## src/rtl/extensor_signo.sv

```systemverilog
// Immediate generator for RISC-V instruction words.
// Decodes the immediate field of COD according to ext_sel and registers the
// 32-bit result on IMM with one cycle of latency.
module extensor_signo (
  input  logic        clock,
  input  logic        reset_n,
  input  logic [31:0] COD,
  input  logic [3:0]  ext_sel,
  output logic [31:0] IMM
);

  localparam logic [3:0] SEL_I     = 4'd0;
  localparam logic [3:0] SEL_S     = 4'd1;
  localparam logic [3:0] SEL_B     = 4'd2;
  localparam logic [3:0] SEL_U     = 4'd3;
  localparam logic [3:0] SEL_J     = 4'd4;
  localparam logic [3:0] SEL_SHAMT = 4'd5;

  logic        sign;
  logic [31:0] imm_next;

  assign sign = COD[31];

  // Select and extend the immediate field; unused selects yield zero.
  always_comb begin
    imm_next = 32'h0000_0000;
    case (ext_sel)
      SEL_I:     imm_next = {{20{sign}}, COD[31:20]};
      SEL_S:     imm_next = {{20{sign}}, COD[31:25], COD[11:7]};
      SEL_B:     imm_next = {{19{sign}}, COD[31], COD[7], COD[30:25], COD[11:8], 1'b0};
      SEL_U:     imm_next = {COD[31:12], 12'h000};
      SEL_J:     imm_next = {{11{sign}}, COD[31], COD[19:12], COD[20], COD[30:21], 1'b0};
      SEL_SHAMT: imm_next = {27'd0, COD[24:20]};
      default:   imm_next = 32'h0000_0000;
    endcase
  end

  // Output register; reset wins over the normal update.
  always_ff @(posedge clock) begin
    if (!reset_n) begin
      IMM <= 32'h0000_0000;
    end else begin
      IMM <= imm_next;
    end
  end

endmodule

```

## config.mk

```make
export PLATFORM = sky130hd
export DESIGN_NAME = extensor_signo
export DESIGN_NICKNAME = d
export VERILOG_FILES = /design/src/rtl/extensor_signo.sv
export SDC_FILE = /design/constraint.sdc
export NUM_CORES = 1
export LEC_CHECK = 0
export CORE_MARGIN = 2
export CORE_UTILIZATION = 32
export DETAILED_ROUTE_END_ITERATION = 16
export PLACE_DENSITY = 0.74
export SLEW_MARGIN = 0
export SYNTH_ARGS = -nofsm -noshare
export SYNTH_HDL_FRONTEND = slang
export SYNTH_SLANG_ARGS = --single-unit
```

## constraint.sdc

```tcl
create_clock -name clock -period 1.32 [get_ports clock]
set_clock_uncertainty 0.2 [all_clocks]
set_input_delay 0.198 -clock clock [delete_from_list [all_inputs] [get_ports clock]]
set_output_delay 0.198 -clock clock [all_outputs]
set_load 0.02 [all_outputs]
```

Yosys cells after proc, flatten, opt, wreduce, memory -nomap -nowiden:

Index checks and enable logic that the tools add are counted.

* bits in registers: 32
* input bits: 38
* output and inout port bits: 32
* word-level logic and storage cells: 8

* equality and inequality tests: 5
* mux-type cells: 1
* reductions and logical operators: 1

Operators by type and width (count)
* 32-bit case mux with 6 select lines: 1
* 4-bit by 2-bit == test with 1-bit output, second input constant: 2
* 4-bit by 3-bit == test with 1-bit output, second input constant: 2
* 4-bit by 1-bit == test with 1-bit output, second input constant: 1
* 4-bit zero test: 1

Longest topological paths before layout:

* depth in word-level cells: 2
* depth in mapped cells: 5
* mapped depth without buffers: 3

Least setup slack after synthesis:

OpenSTA, ideal clock, no wires.

* path kind: input -> register
* start point: input ext_sel[2]
* end point: register IMM[20]
* arrival time: 1074 ps
* required time: 1063 ps
* slack: -11 ps
* cell stages on the path: 5
* path through: buf_6 -> maj3_2 -> nor3b_2 -> buf_4 -> a21o_1

* longest elaborated chain between the ends: 2

Ends and longest elaborated chain
* start: declaration: RTL line 8 `input logic [3:0] ext_sel,`
* 4-bit by 3-bit == test with 1-bit output, or another cell as far along: RTL line 27 `case (ext_sel)`
* 32-bit case mux with 6 select lines *: RTL line 27
* end signal: assignment: RTL line 43 `IMM <= imm_next;`
* end: declaration: RTL line 9 `output logic [31:0] IMM`

Every way passes the cells marked *; elsewhere a longest branch is shown, timed or not.
A chain may end at the register's enable or synchronous reset.

==> flow_summary.yaml <==
run_status:
  status: "completed"
hold_path:
  hp-class: "primary input to flop"
  whs_path_depth: 4
  min_to: "IMM[11]$_SDFF_PN0_"
  hold_path_startpoint: "ext_sel[3]"
sta:
  finalSetupViolCount: 0
  min_period_ns: 1.28
  fin_setup_tns_ns: 0
  max-slew-margin-rel_pct: 81.0
  final_hold_viol_count: 0
  fin_crit_sh_pct: 97.3
  worst_slack_ns: 0.0358
  rsz0062_at_grt: "false"
  worst_slew_pin_slew_ns: 0.285
  drv_slew: 0
  fmax_ghz: 0.779
logic_synthesis:
  synth.avg_cell_area_um2: 11.1
  synth_edf_count: 0
  synthTopCellsByCount: "dfxtp_1, a21o_1, nand3_1"
  yosys_register_bits: 32
  synth.area.top_cells: "dfxtp_1, a21o_1, nand3_1"
  ys_seq_area_share_pct: 57.2
  yosys_most_used_dff: "dfxtp_1"
  syn-instance-count: 101
  synth_top_area_cell: "dfxtp_1"
  synthDistinctLibCells: 29
  syn_area_um2: 1120
  synth_warnings: 0
  async_flop_share_pct: 0
  synth_most_common_cell: "dfxtp_1"
  synth.top_cell.area_share_pct: 57.2
  syn-num-nets: 139
detailed_routing:
  first_iter_violations: 27
  vias: 1028
  wirelength_um: 2960
  drc: 0
  avgRoutedWirePerCell_um: 13.2
  vias_per_cell: 4.57
  first_pass_iters: 4
  drt.antenna.violating_nets: 0
power:
  finalPower_mw: 2.06
  p_clk_share_pct: 36.3
  switching_power_mw: 0.504
  comb_power_share_pct: 15.0
  ir_drop_uv: 573
  power.leakage_nw: 0.978
  p_int_mw: 1.56
  sequentialPowerShare_pct: 48.7
  swShare_pct: 24.4
  power_density_nw_per_um2: 1140
clock_network:
  cts_inserted_buffers: 5
  cts_tree: "done"
  root_buffer: "clkbuf_4"
  path_clk_slew_ns: 0.12
  ctsLongestPathBuffers: 2
  h-tree-depth: 2
  cts_setup_buffers: 0
  cts_sinks: 32
  cts_hold_buf: 0
global_routing:
  grt_max_degree: 12
  grt_first_pass_wirelength_um: 4620
  antenna_found_initial: 0
  grt_pass1_vias: 1020
  grt_usage_pct: 15.3
  overflow: 0
layout:
  top_register: "IMM"
  drive_above_1_share_pct: 35.8
  antennaDiodeCount: 0
  reg_top3: "IMM x32"
  largest_register_ffs: 32
  synthToLayoutAreaGrowth_pct: 62.0
  nNetsFinal: 216
  finalInstanceArea_um2: 1810
  final_cells: 225
  nFillCells: 336
setup_path:
  arrival_ns: 1.36
  end_kind: "flop"
  crit_type: "primary input to flop"
  critPathLaunchType: "primary input"
  path_max_fanout: 8
  crit_start: "reset_n"
  required_ns: 1.39
die:
  die_area_um2: 3990
  initial_core_util_pct: 33.6
  core_um2: 3340
  die_height_um: 63.2
  num_rows: 21
  io_pins: 70
  dieWidth_um: 63.2
placement:
  hpwl_um: 2210
  gp_congestion: 0.798
  place_inst: 216
  io_buffers: 62
  placed_area_um2: 1860
  pre_cts_slack_ns: -0.560
flow_run:
  maxCapViolations: 0
## routing by layer
| metal | global-route usage (%) | vias to the layer above | wire length [um] |
|---|---|---|---|
| met5 | 0 | - | 0 |
| met1 | 15.0 | 467 | 1180 |
| met3 | 8.39 | 2 | 320 |
| li1 | - | 507 | - |
| met2 | 27.0 | 52 | 1440 |
| met4 | 5.83 | 0 | 18 |
## timing repair
action                                 4_1_cts  5_1_grt
cloned                                       1        0
endpoints found under the hold margin        0        0
setup endpoints to repair                   56       22
pin swaps                                    3        0
resized for setup                          120       20
## logic make-up (layout without fill, tap and decap cells)
family                     Yosys count  count (layout)  share of synthesized area, %
DFF                                 32              32                          57.2
adders and majority gates            1               1                          1.01
muxes                                2               2                          1.90
xor gates and xnor gates             1               1                         0.782
buffers and inverters                6              84                          3.35
and+or+nand+nor                     31              31                          17.3
AOI/OAI and AO/OA                   28              28                          18.4
## worst max path at each step
stage,depth (start not counted),end,slack [ns]
after floorplan,5,IMM[20]$_SDFF_PN0_,0.009
after global placement,5,IMM[25]$_SDFF_PN0_,-0.48
after CTS,1,IMM[12],0.001
after detailed placement,5,IMM[24]$_SDFF_PN0_,-0.56
after global routing,1,IMM[1],0.0003
final,5,IMM[13]$_SDFF_PN0_,0.04
## cell type report
cell class / count / area, um^2 / share of cell area, %
Clock buffer: 5 / 37.5 / 2.07
Tap cell: 46 / 57.6 / 3.17
Timing Repair Buffer: 76 / 574 / 31.7
Multi-Input combinational cell: 63 / 462 / 25.4
Sequential cell: 32 / 641 / 35.3
Clock inverter: 3 / 42.5 / 2.34
## power groups by stage
| stage | registers, mW | clock network (mW) | logic (mW) |
|---|---|---|---|
| 5_1_grt | 1.01 | 0.822 | 0.330 |
| 3_5_place_dp | 1.03 | 0 | 0.334 |
| 2_1_floorplan | 1.07 | 0 | 0.0867 |
| 6_report | 1.01 | 0.748 | 0.310 |
| 4_1_cts | 1.01 | 0.767 | 0.323 |
| 3_3_place_gp | 1.03 | 0 | 0.327 |
## per-stage QoR
step	hold WS (ns)	util, %
2_1_floorplan	0.108	-
3_3_place_gp	0.573	55.7
3_5_place_dp	0.582	55.7
4_1_cts	0.194	57.6
5_1_grt	0.0914	54.4
6_report	0.110	54.4
## critical path: stages
cell and delay, ns:
clkdlybuf4s50_1 0.57, nand2b_4 0.10, buf_4 0.15, a21oi_4 0.19, a21o_1 0.16
## cell usage in the layout (no fill, tap or decap), drive strengths merged
cell / n
bufinv: 1
nand4: 1
nand2b: 2
nand3b: 1
clkbuf: 5
clkinvlp: 1
and2: 6
a21o: 20
a21oi: 5
buf: 45
dfxtp: 32
o21ai: 1
a22oi: 1
dlymetal6s2s: 1
xor2: 1
mux2i: 1
nor3: 1
or3b: 1
clkdlybuf4s15: 1
maj3: 1
nand2: 1
nor2b: 2
nand3: 8
and4b: 1
o31ai: 1
nor2: 4
nor3b: 1
dlygate4sd2: 3
clkinv: 1
and4: 2
mux2: 1
clkdlybuf4s50: 26
(Power assumes the default switching activity.)
==> RTL change (config.mk and constraints unchanged) <==
Register the input `ext_sel` before use. The logic sees it one clock later. The other inputs are not delayed to match.
--- a/src/rtl/extensor_signo.sv
+++ b/src/rtl/extensor_signo.sv
@@ -18,2 +18,8 @@
 
+  logic [3:0] ext_sel_q;
+
+  always_ff @(posedge clock) begin
+    ext_sel_q <= ext_sel;
+  end
+
   logic        sign;
@@ -26,3 +32,3 @@
     imm_next = 32'h0000_0000;
-    case (ext_sel)
+    case (ext_sel_q)
       SEL_I:     imm_next = {{20{sign}}, COD[31:20]};
Formal check against the unedited RTL: not equivalent (Yosys sat finds a counterexample within 4 cycles, from zero or initial values and one cycle with reset_n low).
==> RTL change against the original RTL <==
- the flow now finishes with violations (negative setup slack)
- sequential share of layout area increased by 1.3 points
- worst setup slack got worse by 150 ps
- fmax decreased by 10%
- synthesized cell count increased by 4.0%
- hold slack improved by 12 ps
- non-clock buffer count decreased by 1
- area after synthesis increased by 7.2%
- wire length increased by 0.91%
- total power increased by 7.7%
- sequential cell count increased by 4
- final area increased by 9.5%
- critical path type is now reg2reg
- critical endpoint is now IMM[28]
==> RTL change: results (changes against the original RTL) <==
timing:
  worst_slew_margin_rel: 0.833  # was 0.810
  postLayoutSetupSlackWorst_ps: -113  # was 35.8 ps
  report.final.setup_viol: 26  # was 0
  setup_tns_final_ps: -2270  # was 0 ps
  worst_hold_slack_ps: 122  # was 110 ps
  final_report_max_slew_violation_count: 0  # unchanged
worst_hold_path:
  holdPathStages: 3  # was 4
  worstHoldEndpoint: "IMM[20]"  # was IMM[11]
  min_from: "COD[20]"  # was ext_sel[3]
placed_design:
  place.detailed.instances: 221  # was 216
  global_placer_s_final_weighted_congestion: 0.691  # was 0.798
  placed_area_um2: 1930  # was 1860 um2
  pre_cts_ws_ps: -346  # was -560 ps
  dp.final_hpwl_um: 2210  # about the same
final_layout:
  layout-drive-gt1-share: 0.368  # was 0.358
  largestRegisters: "IMM (32), ext_sel_q (4)"  # was IMM (32)
  post_layout_nonfiller_instances: 230  # was 225
power:
  leakage_nw: 0.993  # was 0.978 nW
  cellInternalPower_mw: 1.67  # was 1.56 mW
  vdd_ir_drop_max_mv: 0.459  # was 0.573 mV
grt:
  gr-usage-all-layers: 0.144  # was 0.153
  grt_max_degree: 13  # was 12
  first_global_vias: 1001  # was 1,020
  first_pass_grt_wire_length_um: 4500  # was 4620 um
setup_path:
  critPathMaxStageDelay_ps: 330  # was 570 ps
  path_delay_family: "flip-flops"  # was buffers and inverters
  arrival_ps: 1470  # was 1360 ps
  worst_path_max_delay_cell: "dfxtp_2"  # was clkdlybuf4s50_1
yosys:
  yosysSeqAreaShare: 0.601  # was 0.572
  synthTopCellsByCount: "dfxtp_1, a21o_1, nand3_1"  # unchanged
  syn-num-nets: 143  # was 139
  synth.avg_cell_area_um2: 11.4  # was 11.1 um2
outcome:
  outcome: "complete, but fails checks"  # was complete, no violations
  violations_in_the_final_reports: "negative setup slack"
routing:
  first_pass_iters: 4  # unchanged
  drt_iter0_drc: 70  # was 27
  wl_per_cell_um: 13.0  # was 13.2 um
clock_network:
  cells_resized_by_post_cts_repair: 76  # was 120
-- RTL change: power groups by stage --
stage                     registers [mW]  clock network, mW  logic (mW)
after detailed placement            1.17                  0       0.325
after floorplan                     1.21                  0      0.0860
after global routing                1.15              0.838       0.342
after global placement              1.16                  0       0.319
after CTS                           1.14              0.789       0.317
final                               1.14              0.762       0.318
-- RTL change: worst max-delay path by stage --
stage / to / from / cells past startpoint
after detailed placement: IMM[4] / reset_n / 5
after floorplan: IMM[20] / ext_sel_q[2] / 5
after global placement: IMM[22] / reset_n / 5
final: IMM[28] / ext_sel_q[2] / 5
after global routing: IMM[8] / ext_sel_q[2] / 5
after CTS: IMM[28] / ext_sel_q[2] / 5
-- RTL change: area by class of cell --
| cell class | instances | area [um2] |
|---|---|---|
| multi-input cells | 63 | 485 |
| well taps | 48 | 60.1 |
| clock inverters | 3 | 18.8 |
| repair buffers | 75 | 626 |
| fillers | 338 | 1650 |
| flip-flops and latches | 36 | 728 |
| clock buffers | 5 | 68.8 |
-- RTL change: kinds of logic after synthesis --
group | Yosys count | share of synthesized area
AO/OA/AOI/OAI | 28 | 0.172
XOR/XNOR | 1 | 0.00730
adder cells (fa/ha/maj) | 1 | 0.00938
buffers and inverters | 6 | 0.0313
flip-flops | 36 | 0.601
multiplexers | 2 | 0.0177
AND/OR/NAND/NOR | 31 | 0.162
-- RTL change: metal layers --
layer | up-vias | track usage | part of all wire | wire length [um]
met5 | - | 0 | 0 | 0
li1 | 518 | - | - | -
met2 | 53 | 0.246 | 0.47 | 1400
met4 | 0 | 0.102 | 0.026 | 77
met1 | 466 | 0.148 | 0.41 | 1230
met3 | 7 | 0.0462 | 0.093 | 278
